==> src/rtl/fpnew_opgroup_ordered_arbiter_pkg.sv <==
// Shared widths and helpers for the opgroup ordered result arbiter.
// Optional head-of-line stall counter is enabled by defining FPNEW_ORDER_STALL_CNT_EN.
package fpnew_opgroup_ordered_arbiter_pkg;

    localparam int unsigned StallCntWidth = 16;

    // Index width for n entries, never narrower than one bit.
    function automatic int unsigned idx_width(input int unsigned n);
        int unsigned w;
        w = $clog2(n);
        return (w > 0) ? w : 1;
    endfunction

    // Width of a counter that must hold the values 0..n inclusive.
    function automatic int unsigned cnt_width(input int unsigned n);
        return idx_width(n + 1);
    endfunction

endpackage

==> src/rtl/fpnew_opgroup_ordered_arbiter_order_fifo.sv <==
// Slice-index FIFO recording issue order; pointers wrap at Depth, which need not be a power of two.
module fpnew_opgroup_ordered_arbiter_order_fifo
    import fpnew_opgroup_ordered_arbiter_pkg::*;
#(
    parameter int unsigned Depth    = 4,
    parameter int unsigned IdxWidth = 1
) (
    input  logic                clk_i,
    input  logic                rst_i,
    input  logic                clear_i,
    input  logic                push_i,
    input  logic [IdxWidth-1:0] data_i,
    input  logic                pop_i,
    output logic                full_o,
    output logic                empty_o,
    output logic [IdxWidth-1:0] head_o
);

    localparam int unsigned PtrWidth = idx_width(Depth);
    localparam int unsigned CntWidth = cnt_width(Depth);

    logic [IdxWidth-1:0] mem [Depth];
    logic [PtrWidth-1:0] wr_q;
    logic [PtrWidth-1:0] rd_q;
    logic [CntWidth-1:0] cnt_q;
    logic                push_ok;
    logic                pop_ok;

    assign full_o  = (32'(cnt_q) == Depth);
    assign empty_o = (cnt_q == '0);
    assign head_o  = mem[rd_q];
    assign push_ok = push_i & ~full_o;
    assign pop_ok  = pop_i & ~empty_o;

    function automatic logic [PtrWidth-1:0] ptr_next(input logic [PtrWidth-1:0] p);
        return (32'(p) >= Depth - 1) ? '0 : p + PtrWidth'(1);
    endfunction

    // Storage carries no reset; only the pointers and count define validity.
    always_ff @(posedge clk_i) begin
        if (push_ok) begin
            mem[wr_q] <= data_i;
        end
    end

    always_ff @(posedge clk_i) begin
        if (rst_i || clear_i) begin
            wr_q  <= '0;
            rd_q  <= '0;
            cnt_q <= '0;
        end else begin
            if (push_ok) begin
                wr_q <= ptr_next(wr_q);
            end
            if (pop_ok) begin
                rd_q <= ptr_next(rd_q);
            end
            if (push_ok && !pop_ok) begin
                cnt_q <= cnt_q + CntWidth'(1);
            end else if (pop_ok && !push_ok) begin
                cnt_q <= cnt_q - CntWidth'(1);
            end
        end
    end

endmodule

==> src/rtl/fpnew_opgroup_ordered_arbiter.sv <==
// Opgroup output arbiter: retires slice results in issue order (InOrder=1) or round-robin (InOrder=0).
// Define FPNEW_ORDER_STALL_CNT_EN to build the saturating head-of-line stall counter.
module fpnew_opgroup_ordered_arbiter
    import fpnew_opgroup_ordered_arbiter_pkg::*;
#(
    parameter int unsigned NumSlices  = 5,
    parameter int unsigned DataWidth  = 38,
    parameter int unsigned OrderDepth = 4,
    parameter bit          InOrder    = 1'b1,
    parameter int unsigned IdxWidth   = idx_width(NumSlices)
) (
    input  logic                           clk_i,
    input  logic                           rst_i,
    input  logic                           flush_i,
    input  logic                           issue_valid_i,
    input  logic [IdxWidth-1:0]            issue_slice_i,
    output logic                           issue_ready_o,
    input  logic [NumSlices*DataWidth-1:0] slc_data_i,
    input  logic [NumSlices-1:0]           slc_valid_i,
    output logic [NumSlices-1:0]           slc_ready_o,
    output logic [DataWidth-1:0]           out_data_o,
    output logic                           out_valid_o,
    input  logic                           out_ready_i,
    output logic                           busy_o,
    output logic [StallCntWidth-1:0]       stall_cnt_o
);

    localparam int unsigned CntWidth = cnt_width(OrderDepth);

    logic [DataWidth-1:0] slc_data [NumSlices];
    logic [CntWidth-1:0]  inflight_q;
    logic [IdxWidth-1:0]  sel_idx;
    logic                 hold;
    logic                 slice_ok;
    logic                 issue_fire;
    logic                 retire;

    for (genvar g = 0; g < NumSlices; g++) begin : g_unpack
        assign slc_data[g] = slc_data_i[g*DataWidth +: DataWidth];
    end

    assign hold          = rst_i | flush_i;
    assign slice_ok      = (32'(issue_slice_i) < NumSlices);
    assign issue_ready_o = ~hold & (32'(inflight_q) < OrderDepth);
    assign issue_fire    = issue_valid_i & issue_ready_o & slice_ok;
    assign retire        = out_valid_o & out_ready_i;
    assign busy_o        = (inflight_q != '0);

    // In-flight count gates issue; a same-cycle retire is not bypassed into issue_ready_o.
    always_ff @(posedge clk_i) begin
        if (rst_i || flush_i) begin
            inflight_q <= '0;
        end else if (issue_fire && !retire) begin
            inflight_q <= inflight_q + CntWidth'(1);
        end else if (retire && !issue_fire && (inflight_q != '0)) begin
            inflight_q <= inflight_q - CntWidth'(1);
        end
    end

    always_comb begin
        out_data_o = slc_data[0];
        for (int unsigned i = 1; i < NumSlices; i++) begin
            if (sel_idx == IdxWidth'(i)) begin
                out_data_o = slc_data[i];
            end
        end
    end

    a_issue_slice_range: assert property (@(posedge clk_i) disable iff (rst_i)
        (issue_valid_i && issue_ready_o) |-> slice_ok);

`ifdef FPNEW_ORDER_STALL_CNT_EN
    logic                     stall_c;
    logic [StallCntWidth-1:0] stall_cnt_q;

    always_ff @(posedge clk_i) begin
        if (rst_i || flush_i) begin
            stall_cnt_q <= '0;
        end else if (stall_c && (stall_cnt_q != {StallCntWidth{1'b1}})) begin
            stall_cnt_q <= stall_cnt_q + StallCntWidth'(1);
        end
    end

    assign stall_cnt_o = stall_cnt_q;
`else
    assign stall_cnt_o = '0;
`endif

    if (InOrder) begin : g_ordered
        logic                fifo_full;
        logic                fifo_empty;
        logic [IdxWidth-1:0] head;
        logic                head_valid;

        fpnew_opgroup_ordered_arbiter_order_fifo #(
            .Depth    (OrderDepth),
            .IdxWidth (IdxWidth)
        ) i_order_fifo (
            .clk_i   (clk_i),
            .rst_i   (rst_i),
            .clear_i (flush_i),
            .push_i  (issue_fire),
            .data_i  (issue_slice_i),
            .pop_i   (retire),
            .full_o  (fifo_full),
            .empty_o (fifo_empty),
            .head_o  (head)
        );

        // Only the slice that holds the oldest in-flight op may hand over its result.
        always_comb begin
            head_valid  = 1'b0;
            slc_ready_o = '0;
            for (int unsigned i = 0; i < NumSlices; i++) begin
                if (head == IdxWidth'(i)) begin
                    head_valid     = slc_valid_i[i];
                    slc_ready_o[i] = ~hold & ~fifo_empty & out_ready_i;
                end
            end
        end

        assign sel_idx     = head;
        assign out_valid_o = ~hold & ~fifo_empty & head_valid;

`ifdef FPNEW_ORDER_STALL_CNT_EN
        logic other_valid;

        always_comb begin
            other_valid = 1'b0;
            for (int unsigned i = 0; i < NumSlices; i++) begin
                if (head != IdxWidth'(i)) begin
                    other_valid = other_valid | slc_valid_i[i];
                end
            end
        end

        assign stall_c = ~fifo_empty & ~head_valid & other_valid;
`endif

        a_no_push_when_full: assert property (@(posedge clk_i) disable iff (rst_i)
            issue_fire |-> !fifo_full);
    end else begin : g_round_robin
        logic [IdxWidth-1:0] rr_q;
        logic [IdxWidth-1:0] grant;
        logic [IdxWidth-1:0] grant_hi;
        logic [IdxWidth-1:0] grant_lo;
        logic                found_hi;
        logic                found_lo;

        // First valid slice at or above the pointer wins, else the first one below it.
        always_comb begin
            grant_hi = rr_q;
            grant_lo = rr_q;
            found_hi = 1'b0;
            found_lo = 1'b0;
            for (int unsigned i = 0; i < NumSlices; i++) begin
                if (slc_valid_i[i]) begin
                    if (i >= 32'(rr_q)) begin
                        if (!found_hi) begin
                            grant_hi = IdxWidth'(i);
                            found_hi = 1'b1;
                        end
                    end else if (!found_lo) begin
                        grant_lo = IdxWidth'(i);
                        found_lo = 1'b1;
                    end
                end
            end
            grant = found_hi ? grant_hi : (found_lo ? grant_lo : rr_q);
        end

        always_comb begin
            slc_ready_o = '0;
            for (int unsigned i = 0; i < NumSlices; i++) begin
                if (grant == IdxWidth'(i)) begin
                    slc_ready_o[i] = ~hold & out_ready_i;
                end
            end
        end

        assign sel_idx     = grant;
        assign out_valid_o = ~hold & (|slc_valid_i);

        // Pointer moves only on retire so the grant stays put under backpressure.
        always_ff @(posedge clk_i) begin
            if (rst_i || flush_i) begin
                rr_q <= '0;
            end else if (retire) begin
                rr_q <= (32'(grant) >= NumSlices - 1) ? '0 : grant + IdxWidth'(1);
            end
        end

`ifdef FPNEW_ORDER_STALL_CNT_EN
        assign stall_c = 1'b0;
`endif

        a_no_retire_underflow: assert property (@(posedge clk_i) disable iff (rst_i)
            retire |-> (inflight_q != '0));
    end

endmodule

==> config.mk <==
export PLATFORM = sky130hd
export DESIGN_NAME = fpnew_opgroup_ordered_arbiter
export DESIGN_NICKNAME = d
export VERILOG_FILES = /design/src/rtl/fpnew_opgroup_ordered_arbiter_pkg.sv /design/src/rtl/fpnew_opgroup_ordered_arbiter_order_fifo.sv /design/src/rtl/fpnew_opgroup_ordered_arbiter.sv
export SDC_FILE = /design/constraint.sdc
export NUM_CORES = 1
export LEC_CHECK = 0
export ABC_AREA = 1
export CORE_MARGIN = 8
export CORE_UTILIZATION = 34
export CTS_BUF_LIST = sky130_fd_sc_hd__clkbuf_4
export DETAILED_ROUTE_END_ITERATION = 8
export HOLD_SLACK_MARGIN = 0.05
export PLACE_DENSITY = 0.92
export SLEW_MARGIN = 20
export SYNTH_ARGS = -nofsm -noshare
export SYNTH_HDL_FRONTEND = slang
export SYNTH_SLANG_ARGS = --single-unit
==> constraint.sdc <==
create_clock -name clk_i -period 5.75 [get_ports clk_i]
set_input_delay 1.4375 -clock clk_i [delete_from_list [all_inputs] [get_ports clk_i]]
set_output_delay 1.4375 -clock clk_i [all_outputs]
set_load 0.1 [all_outputs]
### Word level (Yosys, flattened, before mapping)

Memories as Yosys holds them, arrays and structs flattened. A register that Yosys moved wholly into a read port is not among the register bits.
Index checks and enable logic that the tools add are counted.
Widths: inputs -> output; s select.

| word-level totals | value |
|---|---|
| memory bits (read-only) | 0 |
| flip-flop bits (word level) | 10 |
| bits in latches | 0 |
| memory bits (writable) | 12 |
| memories kept | 1 |
| output and inout bits | 62 |

Memories:

| memory | depth | width | read ports | clocked after Yosys merged registers in | wr ports | line | RTL |
|---|---|---|---|---|---|---|---|
| g_ordered.i_order_fifo.mem | 4 | 3 | 1 | 1 | 1 | fpnew_opgroup_ordered_arbiter_order_fifo.sv:22 | `logic [IdxWidth-1:0] mem [Depth];` |

| cells by class | value |
|---|---|
| divide/modulo/power cells | 0 |
| magnitude comparators | 4 |
| bitwise gates (word level) | 13 |
| reduce and logical (&&, ||, !) cells | 15 |
| equal/unequal tests | 5 |
| add/sub/neg operators | 6 |
| multiply operators | 0 |
| shift-type cells | 0 |
| multiplexer cells | 24 |

Operators with widths:

| cell | number |
|---|---|
| $mux 38 | 4 |
| $mux 1 | 12 |
| $mux 3 | 4 |
| $and 1x1->1 | 9 |
| $mux 2 | 4 |
| $add 3x1->3 const B | 2 |
| $eq 3x2->1 const B | 2 |
| $eq 3x3->1 const B | 2 |
| $logic_not 3->1 | 2 |
| $lt 3x3->1 const B | 2 |
| $sub 3x1->3 const B | 2 |
| $logic_and 1x1->1 | 5 |
| $add 2x1->2 const B | 2 |
| $ge 2x2->1 const B | 2 |
| $logic_not 1->1 | 4 |
| $reduce_bool 2->1 | 2 |
| $eq 3x1->1 const B | 1 |
| $not 1->1 | 3 |
| $reduce_bool 3->1 | 1 |
| $logic_or 1x1->1 | 1 |
| $or 1x1->1 | 1 |

### Logic depth before layout (Yosys ltp)

| depth | value |
|---|---|
| word-level depth | 12 |
| depth in mapped cells | 19 |

### Cells and area by module

A second synthesis with hierarchy kept.

| unflattened totals | value |
|---|---|
| cell total of the unflattened synthesis | 481 |
| area, all modules | 2875.3 um^2 |

By module, submodules not included:

| module | area each (um^2) | instances | cells an instance |
|---|---|---|---|
| fpnew_opgroup_ordered_arbiter | 1913.1 | 1 | 381 |
| fpnew_opgroup_ordered_arbiter_order_fifo | 962.2 | 1 | 100 |

### Worst setup path after synthesis

OpenSTA, ideal clock, no wires.

| path | value |
|---|---|
| path kind | input -> output |
| from | in flush_i |
| to | out slc_ready_o[0] |
| arrival time | 4.249 ns |
| buffers on the path | 0 |
| required time | 4.313 ns |
| cell stages on the path | 5 |
| path slack | 0.063 ns |
| cells stage by stage | nor2_1 o21ai_0 inv_1 nand2_1 nor3b_1 |

| on the way | value |
|---|---|
| longest elaborated chain between the ends | 5 |

RTL lines:

| what | line | RTL |
|---|---|---|
| start: declaration | fpnew_opgroup_ordered_arbiter.sv:14 | `input logic flush_i,` |
| $or 1x1->1 | fpnew_opgroup_ordered_arbiter.sv:42 | `assign hold = rst_i \| flush_i;` |
| $not 1->1 | fpnew_opgroup_ordered_arbiter.sv:117 | `slc_ready_o[i] = ~hold & ~fifo_empty & out_ready_i;` |
| $and 1x1->1 (2 in a row) | fpnew_opgroup_ordered_arbiter.sv:117 |  |
| $mux 1 | fpnew_opgroup_ordered_arbiter.sv:115 | `if (head == IdxWidth'(i)) begin` |
| end: declaration | fpnew_opgroup_ordered_arbiter.sv:20 | `output logic [NumSlices-1:0] slc_ready_o,` |

No other way between the ends.

### Final worst setup path

Ends and elaborated chain as after synthesis.

==> impl_metrics.json <==
{
  "viasPerCell": 5.22,
  "worstHoldPathType": "reg2reg",
  "worst_ep_required_time_ps": 4310,
  "met2_usage_pct": 43.8,
  "totalNegativeSetupSlack_ps": 0,
  "worst-slew-pin-transition_ps": 970,
  "ys_seq_area_share_pct": 21.0,
  "status": "finished, final reports clean",
  "r2r_slack_ps": 2260,
  "power_density_relative_to_cell_area_mw_per_mm2": 143,
  "timing.hold.ws_ps": 491,
  "cts_hold_buf": 0,
  "synth_async_sr_flop_share_pct": 0,
  "clk_pin_slew_worst_paths_ps": 120,
  "final_cell_mix": "sky130_fd_sc_hd__clkdlybuf4s50_1, sky130_fd_sc_hd__nand2_1, sky130_fd_sc_hd__a21oi_1",
  "io_buffers": 248,
  "global_route.peak_usage_layer": "met2",
  "grt_pass1_vias": 4259,
  "final.fill_count": 676,
  "design.final.nets": 911,
  "ys_seq_elements": 24,
  "grt_pass1_wl_um": 22600,
  "core_mm2": 0.00818,
  "max-slew-margin-rel_pct": 35.1,
  "drt_pass1_iterations": 4,
  "critical_path_class": "in2out",
  "timing.final.hold_violations": 0,
  "detailroute.via_count": 4199,
  "area.growth.synth_to_final_pct": 91.6,
  "globalplace.congestion": 0.888,
  "floorplan.die.width_um": 108,
  "period_share_pct": 80.2,
  "detail_route.wirelength_um": 15200,
  "synthFlopType": "sky130_fd_sc_hd__edfxtp_1",
  "drtIter0Drc": 192,
  "timing.clock.skew_ps": 6.42,
  "yosysWarnings": 0,
  "maxSlewViolCount": 0,
  "design.portCount": 265,
  "syn_avg_cell_area_um2": 6.02,
  "ctsLongestPathBuffers": 2,
  "h-tree-depth": 1,
  "floorplan.initialDensity_pct": 35.0,
  "die_h_um": 108,
  "max-vdd-ir-drop_v": 0.000171,
  "grt_util_met3_pct": 5.27,
  "grt_usage_pct": 24.3,
  "critPathArrivalTime_ps": 3180,
  "start_kind": "input pin",
  "period_minus_slack_ps": 4610,
  "place_hpwl_um": 12600,
  "placementRows": 33,
  "yosysUniqueCellTypes": 32,
  "number_of_synthesized_flops_with_an_enable_pin": 12,
  "setup.worst_path.end_class": "primary output",
  "die-area_mm2": 0.0116,
  "use_met1_pct": 25.9,
  "ant_nets": 0,
  "worstSkewPairLatency_ps": 320,
  "finalSetupViolations": 0,
  "layout.cells.most_common": "sky130_fd_sc_hd__clkdlybuf4s50_1",
  "numClockSinks": 24,
  "drv.max_cap_violation_count": 0,
  "grt_max_degree": 80,
  "netlist_instances": 475,
  "drc_errors": 0,
  "drive_gt1_share_pct": 10.2,
  "cts_setup_buffers": 0,
  "fmax_mhz": 217,
  "grt_setup_unrepaired": "no",
  "grt_remaining_overflow": 0,
  "postCtsResizedCells": 0,
  "cts_tree": "yes",
  "summed_instance_area_of_the_synthesized_netlist_mm2": 0.00286,
  "cts-buffers-inserted": 3,
  "wl_per_cell_um": 18.8,
  "p_leak_nw": 2.28,
  "clock_tree.root_cell": "sky130_fd_sc_hd__clkbuf_4",
  "number_of_antenna_violations_at_the_first_check_in_global_routing": 1,
  "cp_max_fo": 8
}
## flip-flops by register name (all words and copies together) (netlist names), named ones only
name and flops:
g_ordered.i_order_fifo.cnt_q 3, g_ordered.i_order_fifo.mem 12, g_ordered.i_order_fifo.rd_q 2, g_ordered.i_order_fifo.wr_q 2, inflight_q 3
## power by group
part / internal [mW] / leakage (nW) / switching (mW) / total, mW
Sequential: 0.181 / 0.205 / 0.00106 / 0.182
Combinational: 0.198 / 2.05 / 0.285 / 0.483
Clock: 0.0705 / 0.0279 / 0.0480 / 0.119
Total: 0.449 / 2.28 / 0.334 / 0.783
## critical path, cell delays in order
cell	delay, ps
sky130_fd_sc_hd__clkdlybuf4s50_1	390
sky130_fd_sc_hd__nor2_1	350
sky130_fd_sc_hd__o21ai_0	200
sky130_fd_sc_hd__inv_1	110
sky130_fd_sc_hd__nand2_1	140
sky130_fd_sc_hd__nor3b_1	210
sky130_fd_sc_hd__buf_4	330
## layer usage
| metal | routed length (um) | vias to the layer above |
|---|---|---|
| met2 | 7810 | 224 |
| met3 | 1320 | 58 |
| met5 | 0 | - |
| met4 | 809 | 0 |
| li1 | - | 2021 |
| met1 | 5220 | 1896 |
## cells by family after synthesis
family,Yosys count,share of synthesized area [%]
buffers and inverters,74,12.7
flip-flops,24,21.0
multiplexers,1,0.350
other,1,0.131
AND/OR/NAND/NOR,233,35.4
adder cells (fa/ha/maj),8,4.03
AO/OA/AOI/OAI,134,26.4
## final timing paths
path                                        from                               to  cells after the start
setup / recovery                         flush_i                   slc_ready_o[0]                      7
hold / removal    g_ordered.i_order_fifo.rd_q[1]                             flop                      2
setup reg to reg                            flop  g_ordered.i_order_fifo.cnt_q[2]                     16
hold reg to reg   g_ordered.i_order_fifo.rd_q[1]                             flop                      2
## synth_stat cells, drive strengths merged, types with 2 or more instances
master  count  area (um^2)
a21oi      63          315
a31oi       2         12.5
buf        38          226
clkbuf     10         37.5
dfxtp      12          240
edfxtp     12          360
fa          2         40.0
ha          6         75.1
inv        26         97.6
nand2     127          502
nand3      49          275
nand4       2         12.5
nor2       52          203
o211ai     28          210
o21ai      38          194
o21bai      2         15.0
or2         2         12.5
## per-stage QoR
| step | power, mW | util, % | cells | cell area, um^2 | worst slack, ps |
|---|---|---|---|---|---|
| 3_5_place_dp | 0.667 | 66.3 | 800 | 5420 | 1170 |
| 4_1_cts | 0.784 | 67.0 | 804 | 5470 | 1160 |
| 6_report | 0.783 | 67.0 | 805 | 5480 | 1140 |
| 2_1_floorplan | 0.458 | - | 490 | 2910 | 63.1 |
| 3_3_place_gp | 0.661 | 66.3 | 800 | 5420 | 1170 |
| 5_1_grt | 0.812 | 67.0 | 805 | 5480 | 918 |
## area by class of cell
class | count | area (um^2) | share of cell area [%]
timing repair buffer | 253 | 2630 | 48.1
multi-input combinational | 392 | 1960 | 35.8
sequential | 24 | 601 | 11.0
tap | 105 | 131 | 2.40
inverter | 26 | 97.6 | 1.78
clock inverter | 1 | 30.0 | 0.548
clock buffer | 3 | 22.5 | 0.411
antenna | 1 | 2.50 | 0.0457
Note: power is estimated with default switching activity, not from simulation.
